===== config.mk =====
export PLATFORM = sky130hd
export DESIGN_NAME = load_store_unit_flat
export DESIGN_NICKNAME = d
export VERILOG_FILES = /design/src/rtl/lsu_pkg.sv /design/src/rtl/lsu_if.sv /design/src/rtl/lsu_align.sv /design/src/rtl/load_store_unit.sv /design/src/flat_wrapper.sv
export SDC_FILE = /design/constraint.sdc
export NUM_CORES = 1
export LEC_CHECK = 0
export BUFFER_PORTS_ARGS = -buffer_cell sky130_fd_sc_hd__buf_4
export CORE_ASPECT_RATIO = 0.6
export CORE_MARGIN = 2
export CORE_UTILIZATION = 55
export CTS_CLUSTER_SIZE = 24
export DETAILED_ROUTE_END_ITERATION = 12
export GPL_ROUTABILITY_DRIVEN = 1
export PLACE_DENSITY = 0.87
export RECOVER_POWER = 25
export SLEW_MARGIN = 20
export SYNTH_ARGS = -nofsm -noshare
export SYNTH_HDL_FRONTEND = slang
export SYNTH_SLANG_ARGS = --single-unit

===== constraint.sdc =====
create_clock -name clk -period 4.6 [get_ports clk]
set_input_delay 0.92 -clock clk [delete_from_list [all_inputs] [get_ports clk]]
set_output_delay 0.92 -clock clk [all_outputs]
set_load 0.02 [all_outputs]

===== src/rtl/lsu_pkg.sv =====
// Shared types and constants for the load/store unit: FSM state encoding,
// RV32I width codes and the request legality check.
package lsu_pkg;

  typedef enum logic [1:0] {
    ST_IDLE = 2'd0,
    ST_RD   = 2'd1,
    ST_WR   = 2'd2,
    ST_RESP = 2'd3
  } lsu_state_e;

  localparam logic [2:0] F3_B  = 3'b000;
  localparam logic [2:0] F3_H  = 3'b001;
  localparam logic [2:0] F3_W  = 3'b010;
  localparam logic [2:0] F3_BU = 3'b100;
  localparam logic [2:0] F3_HU = 3'b101;

  // Stores have no unsigned variants, so any store with funct3[2] set is illegal.
  function automatic logic req_error(input logic we, input logic [2:0] funct3,
                                     input logic [1:0] addr_lo);
    logic illegal;
    logic misaligned;
    illegal    = (funct3 == 3'b011) || (funct3 == 3'b110) || (funct3 == 3'b111) ||
                 (we && funct3[2]);
    misaligned = ((funct3[1:0] == 2'b01) && addr_lo[0]) ||
                 ((funct3 == F3_W) && (addr_lo != 2'b00));
    return illegal || misaligned;
  endfunction

endpackage


===== src/rtl/lsu_if.sv =====
// CPU-side request/response channel of the load/store unit.
// Handshake: a request transfers on a rising edge where req_valid && req_ready;
// rsp_valid is a single-cycle pulse, rsp_rdata/rsp_err meaningful only while it is high.
interface lsu_if #(
  parameter int ADDR_W = 32
);
  logic              req_valid;
  logic              req_ready;
  logic              req_we;
  logic [2:0]        req_funct3;
  logic [ADDR_W-1:0] req_addr;
  logic [31:0]       req_wdata;
  logic              rsp_valid;
  logic [31:0]       rsp_rdata;
  logic              rsp_err;

  modport master (
    output req_valid, req_we, req_funct3, req_addr, req_wdata,
    input  req_ready, rsp_valid, rsp_rdata, rsp_err
  );

  modport slave (
    input  req_valid, req_we, req_funct3, req_addr, req_wdata,
    output req_ready, rsp_valid, rsp_rdata, rsp_err
  );
endinterface


===== src/rtl/lsu_align.sv =====
// Combinational lane logic: extracts/extends load data from a memory word and
// merges store data into the selected byte or halfword lane.
module lsu_align
  import lsu_pkg::*;
(
  input  logic [2:0]  funct3,
  input  logic [1:0]  lane,
  input  logic [31:0] mem_word,
  input  logic [31:0] wdata,
  output logic [31:0] load_data,
  output logic [31:0] store_word
);

  logic [7:0]  byte_sel;
  logic [15:0] half_sel;

  always_comb begin
    byte_sel = mem_word[7:0];
    case (lane)
      2'd1:    byte_sel = mem_word[15:8];
      2'd2:    byte_sel = mem_word[23:16];
      2'd3:    byte_sel = mem_word[31:24];
      default: byte_sel = mem_word[7:0];
    endcase
    half_sel = lane[1] ? mem_word[31:16] : mem_word[15:0];

    case (funct3)
      F3_B:    load_data = {{24{byte_sel[7]}}, byte_sel};
      F3_BU:   load_data = {24'd0, byte_sel};
      F3_H:    load_data = {{16{half_sel[15]}}, half_sel};
      F3_HU:   load_data = {16'd0, half_sel};
      default: load_data = mem_word;
    endcase

    store_word = mem_word;
    case (funct3)
      F3_B: begin
        case (lane)
          2'd1:    store_word[15:8]  = wdata[7:0];
          2'd2:    store_word[23:16] = wdata[7:0];
          2'd3:    store_word[31:24] = wdata[7:0];
          default: store_word[7:0]   = wdata[7:0];
        endcase
      end
      F3_H: begin
        if (lane[1]) store_word[31:16] = wdata[15:0];
        else         store_word[15:0]  = wdata[15:0];
      end
      default: store_word = wdata;
    endcase
  end

endmodule


===== src/rtl/load_store_unit.sv =====
// RV32I load/store unit: one outstanding request, sub-word stores done as
// read-modify-write against a single-cycle data memory.
module load_store_unit
  import lsu_pkg::*;
#(
  parameter int ADDR_W = 32
)(
  input  logic              clk,
  input  logic              rst_n,
  lsu_if.slave              cpu,
  output logic              mem_read,
  output logic              mem_write,
  output logic [ADDR_W-1:0] mem_addr,
  output logic [31:0]       mem_wdata,
  input  logic [31:0]       mem_rdata,
  output lsu_state_e        dbg_state
);

  lsu_state_e        state, state_nxt;
  logic [ADDR_W-1:0] addr_q;
  logic              we_q;
  logic [2:0]        f3_q;
  logic [31:0]       wdata_q;
  logic [31:0]       data_q;
  logic              err_q;
  logic              accept;
  logic              req_err;
  logic [31:0]       load_data;
  logic [31:0]       store_word;

  assign accept  = cpu.req_valid && cpu.req_ready;
  assign req_err = req_error(cpu.req_we, cpu.req_funct3, cpu.req_addr[1:0]);

  always_ff @(posedge clk or negedge rst_n) begin
    if (!rst_n) state <= ST_IDLE;
    else        state <= state_nxt;
  end

  always_ff @(posedge clk or negedge rst_n) begin
    if (!rst_n) begin
      addr_q  <= '0;
      we_q    <= 1'b0;
      f3_q    <= 3'd0;
      wdata_q <= 32'd0;
      err_q   <= 1'b0;
      data_q  <= 32'd0;
    end else begin
      if (accept) begin
        addr_q  <= cpu.req_addr;
        we_q    <= cpu.req_we;
        f3_q    <= cpu.req_funct3;
        wdata_q <= cpu.req_wdata;
        err_q   <= req_err;
      end
      if (state == ST_RD) data_q <= mem_rdata;
    end
  end

  // Full-word stores skip the read; everything else that is legal reads first.
  always_comb begin
    state_nxt = state;
    case (state)
      ST_IDLE: begin
        if (accept) begin
          if (req_err)                                      state_nxt = ST_RESP;
          else if (cpu.req_we && (cpu.req_funct3 == F3_W))  state_nxt = ST_WR;
          else                                              state_nxt = ST_RD;
        end
      end
      ST_RD:   state_nxt = we_q ? ST_WR : ST_RESP;
      ST_WR:   state_nxt = ST_RESP;
      ST_RESP: state_nxt = ST_IDLE;
      default: state_nxt = ST_IDLE;
    endcase
  end

  lsu_align u_align (
    .funct3     (f3_q),
    .lane       (addr_q[1:0]),
    .mem_word   (data_q),
    .wdata      (wdata_q),
    .load_data  (load_data),
    .store_word (store_word)
  );

  // SW never passes through RD, so its write data comes straight from wdata_q.
  always_comb begin
    mem_read      = (state == ST_RD);
    mem_write     = (state == ST_WR);
    mem_addr      = (mem_read || mem_write) ? {addr_q[ADDR_W-1:2], 2'b00} : '0;
    mem_wdata     = 32'd0;
    if (mem_write) mem_wdata = (f3_q == F3_W) ? wdata_q : store_word;
    cpu.req_ready = (state == ST_IDLE);
    cpu.rsp_valid = (state == ST_RESP);
    cpu.rsp_err   = (state == ST_RESP) && err_q;
    cpu.rsp_rdata = ((state == ST_RESP) && !err_q && !we_q) ? load_data : 32'd0;
    dbg_state     = state;
  end

endmodule


===== src/flat_wrapper.sv =====
// flat-port wrapper written by rule: the top's interface ports become plain ports
module load_store_unit_flat import lsu_pkg::*;
#(
  parameter int ADDR_W = 32
)
  (clk, rst_n, mem_read, mem_write, mem_addr, mem_wdata, mem_rdata, dbg_state, cpu_req_valid, cpu_req_we, cpu_req_funct3, cpu_req_addr, cpu_req_wdata, cpu_req_ready, cpu_rsp_valid, cpu_rsp_rdata, cpu_rsp_err);
  lsu_if #(.ADDR_W(ADDR_W)) cpu_i ();
  input  logic clk;
  input  logic rst_n;
  output logic mem_read;
  output logic mem_write;
  output logic [ADDR_W-1:0] mem_addr;
  output logic [31:0] mem_wdata;
  input  logic [31:0] mem_rdata;
  output lsu_state_e dbg_state;
  input wire logic [$bits(cpu_i.req_valid)-1:0] cpu_req_valid;
  input wire logic [$bits(cpu_i.req_we)-1:0] cpu_req_we;
  input wire logic [$bits(cpu_i.req_funct3)-1:0] cpu_req_funct3;
  input wire logic [$bits(cpu_i.req_addr)-1:0] cpu_req_addr;
  input wire logic [$bits(cpu_i.req_wdata)-1:0] cpu_req_wdata;
  output wire logic [$bits(cpu_i.req_ready)-1:0] cpu_req_ready;
  output wire logic [$bits(cpu_i.rsp_valid)-1:0] cpu_rsp_valid;
  output wire logic [$bits(cpu_i.rsp_rdata)-1:0] cpu_rsp_rdata;
  output wire logic [$bits(cpu_i.rsp_err)-1:0] cpu_rsp_err;
  assign cpu_i.req_valid = cpu_req_valid;
  assign cpu_i.req_we = cpu_req_we;
  assign cpu_i.req_funct3 = cpu_req_funct3;
  assign cpu_i.req_addr = cpu_req_addr;
  assign cpu_i.req_wdata = cpu_req_wdata;
  assign cpu_req_ready = cpu_i.req_ready;
  assign cpu_rsp_valid = cpu_i.rsp_valid;
  assign cpu_rsp_rdata = cpu_i.rsp_rdata;
  assign cpu_rsp_err = cpu_i.rsp_err;
  load_store_unit #(.ADDR_W(ADDR_W)) u_core (.clk(clk), .rst_n(rst_n), .cpu(cpu_i), .mem_read(mem_read), .mem_write(mem_write), .mem_addr(mem_addr), .mem_wdata(mem_wdata), .mem_rdata(mem_rdata), .dbg_state(dbg_state));
endmodule

==> metrics.log <==
[metrics] area grow syn2layout: 30.72%
[metrics] DRC viols: 0
[metrics] Highest Clock Rate: 260.5 MHz
[metrics] startpoint of the most critical register-to-register path: u_core.dbg_state[0]$_DFFE_PN0P_
[metrics] FF-to-FF End: u_core.wdata_q[24]$_DFFE_PN0P_
[metrics] clock share of power: 11.8%
[metrics] Buf+Inv Stages, Crit Path: 1
[metrics] Pre-Repair DR Iteration Count: 9
[metrics] Combinational Power Share: 57.9%
[metrics] number of instances in the synthesized netlist: slightly above 600
[metrics] worst hold endpoint: u_core.addr_q[16]$_DFFE_PN0P_
[metrics] synthesized cell area: between 5000 and 6000 um2
[metrics] post-CTS sizing: 0
[metrics] kind of start point of the critical path: flop
[metrics] HPWL after detailed placement: around 14000 um
[metrics] first-pass GRT wire length: 29860 um
[metrics] final-stage net count: roughly 900
[metrics] die boundary width: ~140 um
[metrics] category of the worst setup path capture point: output pin
[metrics] Die Outline Area: 11730 um2
[metrics] antenna violations before repair: 1
[metrics] CP arrival: 2.92 ns
[metrics] worst-path maximum fanout: 22
[metrics] final worst-path cycle share: 83.46%
[metrics] Port Buffer Count: between 200 and 250
[metrics] Worst Hold Depth: 1
[metrics] fin. max-slew vios: 76
[metrics] critical path cell sequence: nor2_1 > and2_1 > a222oi_1 > nor2_1 > buf_4
[metrics] number of I/O pins: 206
[metrics] worst slew margin relative to its limit: -22.89%
[metrics] source-to-sink clock delay at the later pin of the worst-skew pair: 0.35 ns
[metrics] post-synthesis average cell area: 9.640 um2
[metrics] Clock H-tree levels: 3
[metrics] floorplan row count: 29
[metrics] post-synthesis sequential area ratio: between 40 and 50%
[metrics] Setup Viol. Count Final: 0
[metrics] EDFF count, synth: 0
[metrics] maximum clock insertion buffer count: 2
[metrics] TritonCTS Buffers: 9
[metrics] static leakage: about 3.7 nW
[metrics] routed wire length: just under 20000 um
[metrics] slew at the pin closest to its max-slew limit: 1.843 ns
[metrics] category of the critical setup timing path: reg2out
[metrics] Hold Fails Final Rpt: 0
[metrics] total number of vias: 5656
[metrics] violated checks: capacitance limit, slew limit
[metrics] Routed Antenna Nets: 0
[metrics] unrepaired setup endpoints after global routing: no
[metrics] worst hold slack after final layout: 0.5019 ns
[metrics] number of standard cells in the final layout excluding fillers: around 940
[metrics] final sum of negative setup slack: 0 ns
[metrics] routed wire length per instance: approximately 21 um
[metrics] post-CTS setup buffer count: 0
[metrics] DR vias/cell: 6.043
[metrics] most used cells in the layout excluding fill and tap cells: 208 x sky130_fd_sc_hd__buf_4, 102 x sky130_fd_sc_hd__dfrtp_1, 91 x sky130_fd_sc_hd__mux2_2
[metrics] share of layout cells above drive strength 1: a little over two fifths
[metrics] register bit total from synthesis: slightly above 100
[metrics] Sink Count: 103
[metrics] maximum number of pins on one net before global-route repair: 76
[metrics] Worst-path clk slew: 0.07 ns
[metrics] worst-case reg-to-reg path depth: 5
[metrics] placeable core region: 10560 um2
[metrics] Vert. Die Dim: 84.68 um
[metrics] worst clock skew: 0.005436 ns
[metrics] Ys Warns: 0
[metrics] highest cell delay on the worst timing path: 0.73 ns
[metrics] ys flop type: sky130_fd_sc_hd__dfrtp_1
[metrics] worst supply voltage drop on vdd: 0.0005616 V
[metrics] internal power component: approximately 0.0034 W
[metrics] worst reg2reg setup slack: 2.19 ns
[metrics] CTS hold repair buffers: 0
[metrics] proportion of power drawn by flip-flops and latches: 30.3%
[metrics] PwrDens: 835.3 nW/um2
[metrics] Switching Fraction: 47.62%
[metrics] Hold Crit Class: reg2reg
[metrics] buffer cell driving the clock tree root: sky130_fd_sc_hd__clkbuf_16
[metrics] async set or reset register ratio after synthesis: 100.0%
[metrics] number of diodes: 0
[metrics] most common library cell in the layout ignoring fill and taps: sky130_fd_sc_hd__buf_4
[metrics] final critical delay including setup and external delays: 3.839 ns
[metrics] Starting Density: 56.51%
[metrics] required time of the critical path: 3.68 ns
[metrics] RePlAce Congestion: 0.9893
[metrics] total routing usage reported by global routing: 32.79%
[metrics] 1st-iter DRT viols: 672
[metrics] GRT overflow: 0
[metrics] Cell variety after synth: 42
[metrics] Critical-path top delay cell: sky130_fd_sc_hd__dfrtp_1
[metrics] most frequent cell on the critical path: sky130_fd_sc_hd__nor2_1
[metrics] sw power: 0.003103 W
[metrics] clock tree from TritonCTS: done
[metrics] number of max-cap violations: 1
[metrics] number of global-route vias before repair: 5366
[metrics] run status: finished with violations
[metrics] placed cell count: 920
[metrics] HP Start: u_core.addr_q[16]$_DFFE_PN0P_
[metrics] Top Family by Delay on Critical Path: simple AND/OR/NAND/NOR gates
==> cell type report <==
class	instances	area (um2)
multi-input combinational	438	3063
fill	777	2759
sequential	103	2579
timing repair buffer	209	1567
clock buffer	11	252.7
tap	139	173.9
inverter	31	116.4
clock inverter	5	48.80
==> worst reg2reg max path, delay by kind of cell, from the launching register on <==
kind,cells,cell delay (ns)
adders and majority gates,1,0.29
buffers and inverters,2,0.71
DFF,1,0.41
muxes,1,0.44
and+or+nand+nor,1,0.46
==> stage by stage <==
| stage | total power (W) | utilization [%] | instance area, um2 | setup slack [ns] |
|---|---|---|---|---|
| floorplan | 0.004242 | - | 5971 | 1.808 |
| global placement | 0.005537 | 71.06 | 7503 | 1.314 |
| detailed placement | 0.005655 | 71.06 | 7503 | 1.248 |
| CTS | 0.006449 | 73.92 | 7805 | 0.8718 |
| global route | 0.006862 | 73.87 | 7800 | 0.7214 |
| finish | 0.006516 | 73.87 | 7800 | 0.7610 |
==> Yosys cell counts (all sizes together) (2+ instances only) <==
cell type	count	area (um2)
nand2b	2	12.51
nor2b	5	31.28
mux2	101	1137
nand3	2	10.01
nor3	4	31.28
a21oi	20	141.4
buf	25	130.1
a221oi	12	105.1
dfrtp	103	2577
o21ai	76	391.6
a21o	7	52.55
a31oi	8	50.05
nor2	38	145.1
and2	32	200.2
o22ai	17	106.4
ha	4	50.05
nand2	78	295.3
inv	30	112.6
a222oi	12	120.1
mux2i	8	80.08
clkbuf	23	86.33
==> power groups by stage <==
stage / clock [W] / sequential [W] / combinational [W]
after global placement: 0 / 0.00192 / 0.00362
after floorplan: 0 / 0.00163 / 0.00261
after global routing: 0.000816 / 0.00201 / 0.00403
after CTS: 0.000775 / 0.00193 / 0.00374
after detailed placement: 0 / 0.00194 / 0.00371
final: 0.000769 / 0.00198 / 0.00377
==> worst max path at each step <==
stage	endpoint	slack (ns)	startpoint	depth (start not counted)
6_report	mem_wdata[25]	0.76	u_core.f3_q[1]$_DFFE_PN0P_	5
3_3_place_gp	mem_wdata[25]	1.31	u_core.f3_q[1]$_DFFE_PN0P_	5
4_1_cts	mem_wdata[25]	0.87	u_core.f3_q[1]$_DFFE_PN0P_	5
2_1_floorplan	cpu_rsp_rdata[10]	1.81	u_core.dbg_state[1]$_DFFE_PN0P_	4
3_5_place_dp	mem_wdata[25]	1.25	u_core.f3_q[1]$_DFFE_PN0P_	5
5_1_grt	mem_wdata[25]	0.72	u_core.f3_q[1]$_DFFE_PN0P_	5
==> sequential cells by signal (all words and copies together) (netlist names) <==
register and cells:
u_core.data_q 32, u_core.f3_q 3, u_core.err_q 1, u_core.wdata_q 32, u_core.addr_q 32, u_core.dbg_state 2
u_core.we_q 1
==> layer usage <==
| layer | vias up | track usage, % | share of wire (%) |
|---|---|---|---|
| met5 | - | 0 | 0.062 |
| met4 | 2 | 5.288 | 0.88 |
| met3 | 22 | 10.67 | 12 |
| met2 | 365 | 49.28 | 44 |
| met1 | 2736 | 47.59 | 43 |
| li1 | 2531 | - | - |
==> cells by family after synthesis <==
logic type,share of synthesized area [%]
AO/OA/AOI/OAI,16.92
other,0.06285
buffers and inverters,5.578
flip-flops,43.20
multiplexers,20.78
adder cells (fa/ha/maj),0.8388
AND/OR/NAND/NOR,12.62
No activity file was read; power rests on OpenSTA's default activity.
